### config.mk
export PLATFORM = sky130hd
export DESIGN_NAME = io_spi_rx_peripheral_flat
export DESIGN_NICKNAME = d
export VERILOG_FILES = /design/src/rtl/io_spi_pkg.sv /design/src/rtl/io_spi_rx_peripheral_if.sv /design/src/rtl/io_spi_sync_edge.sv /design/src/rtl/io_spi_rx_peripheral.sv /design/src/flat_wrapper.sv
export SDC_FILE = /design/constraint.sdc
export NUM_CORES = 1
export LEC_CHECK = 0
export ABC_CLOCK_PERIOD_IN_PS = 2700
export CAP_MARGIN = 20
export CORE_ASPECT_RATIO = 2
export CORE_MARGIN = 2
export CORE_UTILIZATION = 45
export CTS_CLUSTER_DIAMETER = 200
export DETAILED_ROUTE_END_ITERATION = 16
export PLACE_DENSITY = 0.78
export SYNTH_ARGS = -nofsm -noshare
export SYNTH_HDL_FRONTEND = slang
export SYNTH_SLANG_ARGS = --single-unit
### constraint.sdc
create_clock -name clk_in -period 2.7 [get_ports clk_in]
set_clock_uncertainty 0.05 [all_clocks]
set_input_delay 0.54 -clock clk_in [delete_from_list [all_inputs] [get_ports clk_in]]
set_output_delay 0.54 -clock clk_in [all_outputs]
set_load 0.02 [all_outputs]
### src/rtl/io_spi_pkg.sv
// -----------------------------------------------------------------------------
// io_spi_pkg
// Shared definitions for the IO SPI link: frame size, default idle byte,
// bit counter width and the peripheral FSM state encoding.
// -----------------------------------------------------------------------------
package io_spi_pkg;

  localparam int SPI_FRAME_BITS = 8;
  localparam int BIT_CNT_W      = $clog2(SPI_FRAME_BITS);

  localparam logic [SPI_FRAME_BITS-1:0] IDLE_BYTE_DEFAULT = 8'hFF;

  // Counter value while the last bit of a frame is being received.
  localparam logic [BIT_CNT_W-1:0] LAST_BIT = BIT_CNT_W'(SPI_FRAME_BITS - 1);

  typedef enum logic {
    ST_IDLE   = 1'b0,
    ST_ACTIVE = 1'b1
  } spi_state_e;

endpackage

### src/rtl/io_spi_rx_peripheral_if.sv
// -----------------------------------------------------------------------------
// io_spi_rx_peripheral_if
// Bundles the SPI pins and the local byte handshake of the SPI peripheral.
//   slave  : the peripheral (receives SCLK/CS_N/MOSI, tx_data/tx_load;
//            drives MISO, MISO enable, tx_ready, tx_underrun, rx_*, busy)
//   master : the SPI controller plus the local host feeding tx_data
// -----------------------------------------------------------------------------
interface io_spi_rx_peripheral_if;
  import io_spi_pkg::*;

  logic                      spi_sclk;
  logic                      spi_cs_n;
  logic                      spi_mosi;
  logic                      spi_miso;
  logic                      spi_miso_oe;
  logic [SPI_FRAME_BITS-1:0] tx_data;
  logic                      tx_load;
  logic                      tx_ready;
  logic                      tx_underrun;
  logic [SPI_FRAME_BITS-1:0] rx_buffer;
  logic                      rx_valid;
  logic                      busy;

  modport slave (
    input  spi_sclk, spi_cs_n, spi_mosi, tx_data, tx_load,
    output spi_miso, spi_miso_oe, tx_ready, tx_underrun, rx_buffer, rx_valid, busy
  );

  modport master (
    output spi_sclk, spi_cs_n, spi_mosi, tx_data, tx_load,
    input  spi_miso, spi_miso_oe, tx_ready, tx_underrun, rx_buffer, rx_valid, busy
  );

endinterface

### src/rtl/io_spi_sync_edge.sv
// -----------------------------------------------------------------------------
// io_spi_sync_edge
// STAGES-deep flip-flop synchroniser for one asynchronous input, followed by
// a registered copy of the last stage used for edge detection.
//   clk, rst  : clock, asynchronous active-high reset
//   async_in  : asynchronous input pin
//   level     : synchronised level (last synchroniser stage)
//   rise/fall : one-cycle pulses on a synchronised 0->1 / 1->0 transition
// Every stage resets to 0. For CS_N this means a select held low across reset
// produces no falling edge, so a frame only starts on a genuine CS_N fall.
// -----------------------------------------------------------------------------
module io_spi_sync_edge #(
  parameter int STAGES = 2
) (
  input  logic clk,
  input  logic rst,
  input  logic async_in,
  output logic level,
  output logic rise,
  output logic fall
);

  if (STAGES < 2) begin : g_bad_stages
    $error("io_spi_sync_edge: STAGES must be at least 2");
  end

  logic [STAGES-1:0] sync_q, sync_d;
  logic              last_q, last_d;

  // NOTE: every signal assigned here gets its default first, so no path
  // leaves a value unassigned and no latch is inferred.
  always_comb begin
    sync_d = {sync_q[STAGES-2:0], async_in};
    last_d = sync_q[STAGES-1];
  end

  // NOTE: state flops use non-blocking assignments so every register samples
  // the values from before the clock edge, independent of statement order.
  always_ff @(posedge clk or posedge rst) begin
    if (rst) begin
      sync_q <= '0;
      last_q <= 1'b0;
    end else begin
      sync_q <= sync_d;
      last_q <= last_d;
    end
  end

  assign level = sync_q[STAGES-1];
  assign rise  =  level & ~last_q;
  assign fall  = ~level &  last_q;

endmodule

### src/rtl/io_spi_rx_peripheral.sv
// -----------------------------------------------------------------------------
// io_spi_rx_peripheral
// SPI mode-0 peripheral, MSB first, 8-bit frames, several bytes per CS_N.
// SCLK, CS_N and MOSI are oversampled in the clk_in domain.
//   clk_in : system clock (SCLK period must be >= 8 clk_in periods)
//   reset  : asynchronous, active-high reset
//   bus    : SPI pins (sclk, cs_n, mosi, miso, miso_oe) plus the local side:
//            tx_data/tx_load/tx_ready/tx_underrun for the one-deep transmit
//            holding register, rx_buffer/rx_valid for received bytes, busy.
// -----------------------------------------------------------------------------
module io_spi_rx_peripheral
  import io_spi_pkg::*;
#(
  parameter int                        SYNC_STAGES = 2,
  parameter logic [SPI_FRAME_BITS-1:0] IDLE_BYTE   = IDLE_BYTE_DEFAULT
) (
  input  logic                   clk_in,
  input  logic                   reset,
  io_spi_rx_peripheral_if.slave  bus
);

  // ---------------------------------------------------------------------------
  // Input synchronisers
  // ---------------------------------------------------------------------------
  logic sclk_rise, sclk_fall, sclk_level_unused;
  logic cs_rise, cs_fall, cs_level_unused;
  logic mosi_sync, mosi_rise_unused, mosi_fall_unused;

  io_spi_sync_edge #(.STAGES(SYNC_STAGES)) u_sync_sclk (
    .clk(clk_in), .rst(reset), .async_in(bus.spi_sclk),
    .level(sclk_level_unused), .rise(sclk_rise), .fall(sclk_fall)
  );

  io_spi_sync_edge #(.STAGES(SYNC_STAGES)) u_sync_cs_n (
    .clk(clk_in), .rst(reset), .async_in(bus.spi_cs_n),
    .level(cs_level_unused), .rise(cs_rise), .fall(cs_fall)
  );

  io_spi_sync_edge #(.STAGES(SYNC_STAGES)) u_sync_mosi (
    .clk(clk_in), .rst(reset), .async_in(bus.spi_mosi),
    .level(mosi_sync), .rise(mosi_rise_unused), .fall(mosi_fall_unused)
  );

  // ---------------------------------------------------------------------------
  // State
  // ---------------------------------------------------------------------------
  spi_state_e                state_q, state_d;
  logic [BIT_CNT_W-1:0]      bit_cnt_q, bit_cnt_d;
  logic [SPI_FRAME_BITS-2:0] rx_shift_q, rx_shift_d;   // bits received so far
  logic [SPI_FRAME_BITS-1:0] tx_shift_q, tx_shift_d;   // MISO is always bit 7
  logic [SPI_FRAME_BITS-1:0] rx_buffer_q, rx_buffer_d;
  logic                      rx_valid_q, rx_valid_d;
  logic                      underrun_q, underrun_d;
  logic [SPI_FRAME_BITS-1:0] hold_q, hold_d;
  logic                      hold_full_q, hold_full_d;

  logic                      start_byte;
  logic [SPI_FRAME_BITS-1:0] rx_byte;

  always_comb begin
    state_d     = state_q;
    bit_cnt_d   = bit_cnt_q;
    rx_shift_d  = rx_shift_q;
    tx_shift_d  = tx_shift_q;
    rx_buffer_d = rx_buffer_q;
    rx_valid_d  = 1'b0;
    underrun_d  = 1'b0;
    hold_d      = hold_q;
    hold_full_d = hold_full_q;
    start_byte  = 1'b0;
    rx_byte     = {rx_shift_q, mosi_sync};

    case (state_q)
      ST_IDLE: begin
        // SCLK edges are ignored until the controller selects us.
        if (cs_fall) begin
          state_d    = ST_ACTIVE;
          bit_cnt_d  = '0;
          start_byte = 1'b1;
        end
      end

      ST_ACTIVE: begin
        // Deselect takes priority over an SCLK edge seen in the same cycle;
        // any partial byte is dropped and the holding register is left alone.
        if (cs_rise) begin
          state_d    = ST_IDLE;
          bit_cnt_d  = '0;
          tx_shift_d = '0;
        end else if (sclk_rise) begin
          rx_shift_d = rx_byte[SPI_FRAME_BITS-2:0];
          bit_cnt_d  = bit_cnt_q + BIT_CNT_W'(1);   // wraps to 0 after bit 7
          if (bit_cnt_q == LAST_BIT) begin
            rx_buffer_d = rx_byte;
            rx_valid_d  = 1'b1;
          end
        end else if (sclk_fall) begin
          // A falling edge with the counter at 0 follows a completed byte,
          // so it starts the next one instead of shifting.
          if (bit_cnt_q != '0) begin
            tx_shift_d = {tx_shift_q[SPI_FRAME_BITS-2:0], 1'b0};
          end else begin
            start_byte = 1'b1;
          end
        end
      end

      default: state_d = ST_IDLE;
    endcase

    if (start_byte) begin
      if (hold_full_q) begin
        tx_shift_d  = hold_q;
        hold_full_d = 1'b0;
      end else begin
        tx_shift_d = IDLE_BYTE;
        underrun_d = 1'b1;
      end
    end

    // Acceptance is judged on the flag before this cycle's reload: a load
    // racing a reload of an empty register lands for the following byte,
    // while a load racing the consumption of a full register is dropped.
    if (bus.tx_load && !hold_full_q) begin
      hold_d      = bus.tx_data;
      hold_full_d = 1'b1;
    end
  end

  always_ff @(posedge clk_in or posedge reset) begin
    if (reset) begin
      state_q     <= ST_IDLE;
      bit_cnt_q   <= '0;
      rx_shift_q  <= '0;
      tx_shift_q  <= '0;
      rx_buffer_q <= '0;
      rx_valid_q  <= 1'b0;
      underrun_q  <= 1'b0;
      hold_q      <= '0;
      hold_full_q <= 1'b0;
    end else begin
      state_q     <= state_d;
      bit_cnt_q   <= bit_cnt_d;
      rx_shift_q  <= rx_shift_d;
      tx_shift_q  <= tx_shift_d;
      rx_buffer_q <= rx_buffer_d;
      rx_valid_q  <= rx_valid_d;
      underrun_q  <= underrun_d;
      hold_q      <= hold_d;
      hold_full_q <= hold_full_d;
    end
  end

  // ---------------------------------------------------------------------------
  // Outputs
  // ---------------------------------------------------------------------------
  assign bus.spi_miso    = tx_shift_q[SPI_FRAME_BITS-1];
  assign bus.spi_miso_oe = (state_q == ST_ACTIVE);
  assign bus.busy        = (state_q == ST_ACTIVE);
  assign bus.tx_ready    = ~hold_full_q;
  assign bus.tx_underrun = underrun_q;
  assign bus.rx_buffer   = rx_buffer_q;
  assign bus.rx_valid    = rx_valid_q;

endmodule

### src/flat_wrapper.sv
// flat-port wrapper written by rule: the top's interface ports become plain ports
module io_spi_rx_peripheral_flat import io_spi_pkg::*;
#(
  parameter int                        SYNC_STAGES = 2,
  parameter logic [SPI_FRAME_BITS-1:0] IDLE_BYTE   = IDLE_BYTE_DEFAULT
)
  (clk_in, reset, bus_spi_sclk, bus_spi_cs_n, bus_spi_mosi, bus_tx_data, bus_tx_load, bus_spi_miso, bus_spi_miso_oe, bus_tx_ready, bus_tx_underrun, bus_rx_buffer, bus_rx_valid, bus_busy);
  io_spi_rx_peripheral_if bus_i ();
  input  logic clk_in;
  input  logic reset;
  input wire logic [$bits(bus_i.spi_sclk)-1:0] bus_spi_sclk;
  input wire logic [$bits(bus_i.spi_cs_n)-1:0] bus_spi_cs_n;
  input wire logic [$bits(bus_i.spi_mosi)-1:0] bus_spi_mosi;
  input wire logic [$bits(bus_i.tx_data)-1:0] bus_tx_data;
  input wire logic [$bits(bus_i.tx_load)-1:0] bus_tx_load;
  output wire logic [$bits(bus_i.spi_miso)-1:0] bus_spi_miso;
  output wire logic [$bits(bus_i.spi_miso_oe)-1:0] bus_spi_miso_oe;
  output wire logic [$bits(bus_i.tx_ready)-1:0] bus_tx_ready;
  output wire logic [$bits(bus_i.tx_underrun)-1:0] bus_tx_underrun;
  output wire logic [$bits(bus_i.rx_buffer)-1:0] bus_rx_buffer;
  output wire logic [$bits(bus_i.rx_valid)-1:0] bus_rx_valid;
  output wire logic [$bits(bus_i.busy)-1:0] bus_busy;
  assign bus_i.spi_sclk = bus_spi_sclk;
  assign bus_i.spi_cs_n = bus_spi_cs_n;
  assign bus_i.spi_mosi = bus_spi_mosi;
  assign bus_i.tx_data = bus_tx_data;
  assign bus_i.tx_load = bus_tx_load;
  assign bus_spi_miso = bus_i.spi_miso;
  assign bus_spi_miso_oe = bus_i.spi_miso_oe;
  assign bus_tx_ready = bus_i.tx_ready;
  assign bus_tx_underrun = bus_i.tx_underrun;
  assign bus_rx_buffer = bus_i.rx_buffer;
  assign bus_rx_valid = bus_i.rx_valid;
  assign bus_busy = bus_i.busy;
  io_spi_rx_peripheral #(.SYNC_STAGES(SYNC_STAGES), .IDLE_BYTE(IDLE_BYTE)) u_core (.clk_in(clk_in), .reset(reset), .bus(bus_i));
endmodule
# Word level (Yosys, flattened, before mapping)

Cells that the tools add are included.

Multiplexer cells: 27
Bitwise operators: 11
Reduce and logical (&&, ||, !) cells: 11
Add/sub/neg operators: 1
Equality and inequality tests: 4

Operators by type and width:

| kind                                                   | number |
|---|---|
| 2-to-1 mux 8 bit                                       | 7 |
| 2-to-1 mux 1 bit                                       | 14 |
| 2-to-1 mux 3 bit                                       | 3 |
| nonzero test 3 bit                                     | 3 |
| AND reduction 4 bit                                    | 2 |
| NOT 1 bit                                              | 7 |
| one-hot mux 3 bit (2 select lines)                     | 1 |
| bitwise AND 1 bit                                      | 4 |
| one-hot mux 1 bit (2 select lines)                     | 2 |
| nonzero test 2 bit                                     | 2 |
| adder 3 x 1 -> 3 bit (second input constant)           | 1 |
| == test 3 bit (second input constant)                  | 1 |
| inequality test 3 x 1 -> 1 bit (second input constant) | 1 |
| inequality test 3 bit (second input constant)          | 1 |
| AND reduction 3 bit                                    | 1 |
| inequality test 2 x 1 -> 1 bit (second input constant) | 1 |
| AND reduction 2 bit                                    | 1 |
| logical AND 1 bit                                      | 1 |
| logical NOT 1 bit                                      | 1 |

Logic and storage cells: 68
Input bits: 14
Output and inout port bits: 14
Flip-flop bits (word level): 46

# Longest topological paths before layout

Depth after elaboration: 8
Depth in mapped cells: 7
Gate-level depth less buffers: 6

# By module

Synthesis repeated with hierarchy kept, for this count alone.

Cells, all modules: 144
Area, all modules: 1908.1 sq um

By module, submodules not included:

| module               | cells each | seq. area each (sq um) | instances | area each (sq um) |
|---|---|---|---|---|
| io_spi_rx_peripheral | 126        | 950.9                  | 1         | 1626.6 |
| io_spi_sync_edge     | 6          | 75.1                   | 3         | 93.8 |

# Worst setup path after synthesis

Ideal clock, no wire load.

Path kind: flip-flop to flip-flop
Start point: reg u_core.bit_cnt_q[0]
End point: reg u_core.tx_shift_q[1]
Period minus slack after synthesis: 1.772 ns
Arrival time: 1.599 ns
Buffers on the path: 1
Setup slack: 0.928 ns
Required time: 2.527 ns
Library setup time: 0.123 ns
Stages on the path, launching flop included: 8
Cells stage by stage: dfrtp_1 inv_1 ha_1 inv_1 o31a_4 or3_1 buf_6 o221a_1

Cells in the longest elaborated chain, start to end: 8
Elaborated cells between the ends (all ways): 12
Those cells by class: eq/ne: 1; mux: 6; reduce/logical: 5

Ends and longest elaborated chain:

| what                                                    | line                        | source |
|---|---|---|
| from (decl)                                             | io_spi_rx_peripheral.sv:48  | `logic [BIT_CNT_W-1:0] bit_cnt_q, bit_cnt_d;` |
| from (signal assigned)                                  | io_spi_rx_peripheral.sv:143 | `bit_cnt_q <= bit_cnt_d;` |
| nonzero test 3 bit (*)                                  | io_spi_rx_peripheral.sv:100 | `if (bit_cnt_q != '0) begin` |
| 2-to-1 mux 1 bit                                        | io_spi_rx_peripheral.sv:100 |  |
| 2-to-1 mux 1 bit                                        | io_spi_rx_peripheral.sv:97  | `end else if (sclk_fall) begin` |
| 2-to-1 mux 1 bit                                        | io_spi_rx_peripheral.sv:90  | `end else if (sclk_rise) begin` |
| 2-to-1 mux 1 bit                                        | io_spi_rx_peripheral.sv:86  | `if (cs_rise) begin` |
| one-hot mux 1 bit (2 select lines)                      | io_spi_rx_peripheral.sv:73  | `case (state_q)` |
| inequality test 3 bit (no line) (tied with other cells) | --                          |  |
| AND reduction 4 bit (no line)                           | --                          |  |
| to (signal assigned)                                    | io_spi_rx_peripheral.sv:145 | `tx_shift_q <= tx_shift_d;` |
| to (decl)                                               | io_spi_rx_peripheral.sv:50  | `logic [SPI_FRAME_BITS-1:0] tx_shift_q, tx_shift_d;` |

Every way passes the cells marked *; elsewhere a longest branch is shown, timed or not.
A chain may end at the register's enable or synchronous reset.

# Final worst setup path

Start point: reg u_core.state_q (netlist: u_core.bus.busy)
End point: out bus_spi_miso_oe

RTL lines:

| what                   | line                        | source |
|---|---|---|
| from (decl)            | io_spi_rx_peripheral.sv:47  | `spi_state_e state_q, state_d;` |
| from (signal assigned) | io_spi_rx_peripheral.sv:142 | `state_q <= state_d;` |
| to (decl)              | flat_wrapper.sv:17          | `output wire logic [$bits(bus_i.spi_miso_oe)-1:0] bus_spi_miso_oe;` |

No word-level cell between the ends.

==> metrics.md <==
| Metric | Value |
|---|---|
| FP Rows | 33 |
| Slowest cell on the critical path | clkdlybuf4s50_1 |
| Crit-path max FO | 16 |
| # fillers | 335 |
| Period utilisation layout | 0.818 |
| WL final | ~3100 um |
| Post-Synthesis Cells | 140 |
| CTS tree | built |
| Synth Register Bits | between 40 and 50 |
| Drt first pass iters | 4 |
| Post-synthesis mux area share | 0.140 |
| Clock root buffer | clkbuf_8 |
| Cts bufs inserted | 5 |
| Max Cap Violations | 0 |
| Synthesized area | around 1900 um^2 |
| Final Setup Violations | 0 |
| Post-synthesis adder-cell area fraction | 0.0195 |
| DR vias | about 1200 |
| Crit-path cells | clkdlybuf4s50_1 |
| Number of remaining DRC errors | 0 |
| WHS | about 0.30 ns |
| Share of layout cells above drive strength 1 | 0.222 |
| Top post-synthesis cells by area | dfrtp_1, mux2_2, o221a_1, o221ai_1, nand2b_1 |
| Initial antenna violation count | 0 |
| H-tree Lvls | 2 |
| Hold Crit Class | flop to flop |
| CP Class | flop to primary output |
| # clock sinks | 46 |
| Static Leak | roughly 1.0 nW |
| Peak Freq | 453 MHz |
| GRT overflow | 0 |
| Setup TNS | 0 ns |
| Synth warn | 0 |
| Synthesized area per cell | 13.8 um^2 |
| Worst Max-Slew Pin Slew | around 0.65 ns |
| Full die area | just under 5000 um^2 |
| Largest net degree at the start of global routing | 47 |
| Post-synthesis net count | between 150 and 200 |
| Clk_lat worst skew | between 0.2 and 0.3 ns |
| First-pass GRT wire length | about 5500 um |
| Count of cell types in the netlist | 27 |
| Hold buffers post-CTS | 0 |
| CP peak stage delay | 0.69 ns |
| Multi-input gate area | just under 700 um^2 |
| Die Span X | 50.3 um |
| Synth Area in XOR/XNOR | 0 |
| CTS resizes | 0 |
| Compound-Gate Fraction of Synth Area | 0.130 |
| DR vias/cell | 5.34 |
| Status | finished, final reports clean |
| Tmin final | between 2 and 2.5 ns |
| WP data arrival | approximately 1.6 ns |
| Buf+Inv Stages, Crit Path | 1 |
| Slew Limit Fails | 0 |
| HPWL after DPL | 2420 um |
| Peak VDD IR | around 0.43 mV |
| Core Region | between 4000 and 5000 um^2 |
| Die height | between 90 and 100 um |
| Area Overhead vs Synth | 19.1% |
| Endpoints failing hold | 0 |
| Post-synthesis cell type with the largest combined area | dfrtp_1 |
| Boundary Pins | 28 |
| RePlAce Congestion | around 0.8 |
| Clock Pin Slew Worst Setup and Hold Paths | ~0.070 ns |
| RSZ-0062 raised after global routing | false |
| CP endpoint kind | primary output |
| Simple-gate share of the synthesized area | 0.0681 |
| Vias in the first global route | 1232 |
| Main combinational cell family by area after synthesis | multiplexers |
| GRT Overall Usage | 0.151 |
| Antenna-violating nets left | 0 |
| Worst rel slew slack | 0.567 |
| Commonest cells after routing, fill and taps aside | dfrtp_1, clkdlybuf4s50_1, mux2_2, nand2b_1 |
| CP delay by family, top | buffers and inverters |
| Post CTS Setup Buffer Count | 0 |
| Crit start category | flop |
| FF+latch area | between 1000 and 1500 um^2 |
| Most common cell after layout, fill and taps aside | dfrtp_1 |
| Initial core utilization | 0.472 |
| Antenna diode count | 0 |
| Final #Nets | between 150 and 200 |
| WP data required | 2.11 ns |
| Initial drt markers | 11 |
| Wire length per cell | roughly 14 um |
| Yosys top cell area share | 0.597 |
| IO buf count | 27 |
| Post-synthesis sequential area ratio | 0.597 |
| Pwr/cell area | ~760 nW/um^2 |
| Clock tree buffer depth | 2 |
[cell families (layout without fill, tap and decap cells)]
| group | after synthesis | count (layout) |
|---|---|---|
| fa+ha+maj | 3 | 3 |
| mux | 24 | 24 |
| buf+inv | 17 | 44 |
| compound gates | 30 | 30 |
| simple gates | 20 | 20 |
| flops | 46 | 46 |
[state kept, by name (all words and copies together), names as in the netlist]
signal                     count
u_core.bit_cnt_q               3
u_core.bus.rx_buffer           8
u_core.hold_full_q             1
u_core.bus.rx_valid            1
u_core.u_sync_sclk.last_q      1
u_core.tx_shift_q              8
u_core.u_sync_sclk.sync_q      2
u_core.u_sync_mosi.sync_q      2
u_core.u_sync_cs_n.last_q      1
u_core.bus.tx_underrun         1
u_core.bus.busy                1
u_core.hold_q                  8
u_core.rx_shift_q              7
u_core.u_sync_cs_n.sync_q      2
[final timing paths]
| kind | start | slack [ns] | endpoint | depth (start not counted) |
|---|---|---|---|---|
| max in group asynchronous | reset | 1.55 | u_core.hold_q[2]$_DFFE_PP0P_ | 3 |
| setup / recovery | u_core.bus.busy$_DFF_PP0_ | 0.49 | bus_spi_miso_oe | 1 |
| hold reg to reg | u_core.u_sync_cs_n.sync_q[0]$_DFF_PP0_ | 0.30 | u_core.u_sync_cs_n.sync_q[1]$_DFF_PP0_ | 0 |
| min in group asynchronous | reset | 0.67 | u_core.u_sync_mosi.sync_q[0]$_DFF_PP0_ | 3 |
| hold / removal | u_core.u_sync_cs_n.sync_q[0]$_DFF_PP0_ | 0.30 | u_core.u_sync_cs_n.sync_q[1]$_DFF_PP0_ | 0 |
| setup reg to reg | u_core.bus.busy$_DFF_PP0_ | 0.72 | u_core.tx_shift_q[5]$_DFFE_PP0P_ | 3 |
[metrics by stage]
stage / cells / setup WS (ns) / area, um^2 / util / power [mW]
after floorplan: 140 / 0.928 / 1930 / - / 1.27
after global placement: 212 / 0.608 / 2220 / 0.543 / 1.36
after detailed placement: 212 / 0.531 / 2220 / 0.543 / 1.39
after CTS: 219 / 0.478 / 2300 / 0.562 / 1.77
after global routing: 219 / 0.405 / 2300 / 0.562 / 1.85
final: 219 / 0.491 / 2300 / 0.562 / 1.74
[area by class of cell]
class,instances,share of cell area
Timing Repair Buffer,28,0.121
Tap cell,52,0.0283
Clock inverter,2,0.00436
Sequential cell,46,0.501
Multi-Input combinational cell,77,0.301
Inverter,9,0.0147
Clock buffer,5,0.0300
[routing by layer]
metal  up-vias  part of all wire  global-route usage
li1        554                 -                   -
met4         0             0.016              0.0671
met2        21              0.60               0.293
met5         -                 0                   0
met3         5             0.030              0.0323
met1       589              0.36               0.148
[report_power, final]
part | switching, mW | total [mW] | internal (mW) | leakage (nW)
sequential | 0.119 | 0.984 | 0.865 | 0.571
combinational | 0.152 | 0.386 | 0.233 | 0.411
clock | 0.199 | 0.373 | 0.173 | 0.0438
[synth_stat cells]
cell      count
a21bo_2       1
a21boi_0      1
a21oi_1       1
a22o_1        2
and4b_2       1
buf_2         3
buf_4         1
buf_6         2
clkbuf_1      2
dfrtp_1      46
ha_1          3
inv_1         9
mux2_2       24
nand2_1       2
nand2b_1      9
nand2b_4      1
nand3b_1      1
nor2_1        2
nor2b_1       2
o21a_1        1
o21ai_0       8
o221a_1       7
o221ai_1      7
o22ai_1       1
o31a_4        1
or3_1         1
or3b_2        1
Note: power is estimated with default switching activity, not from simulation.
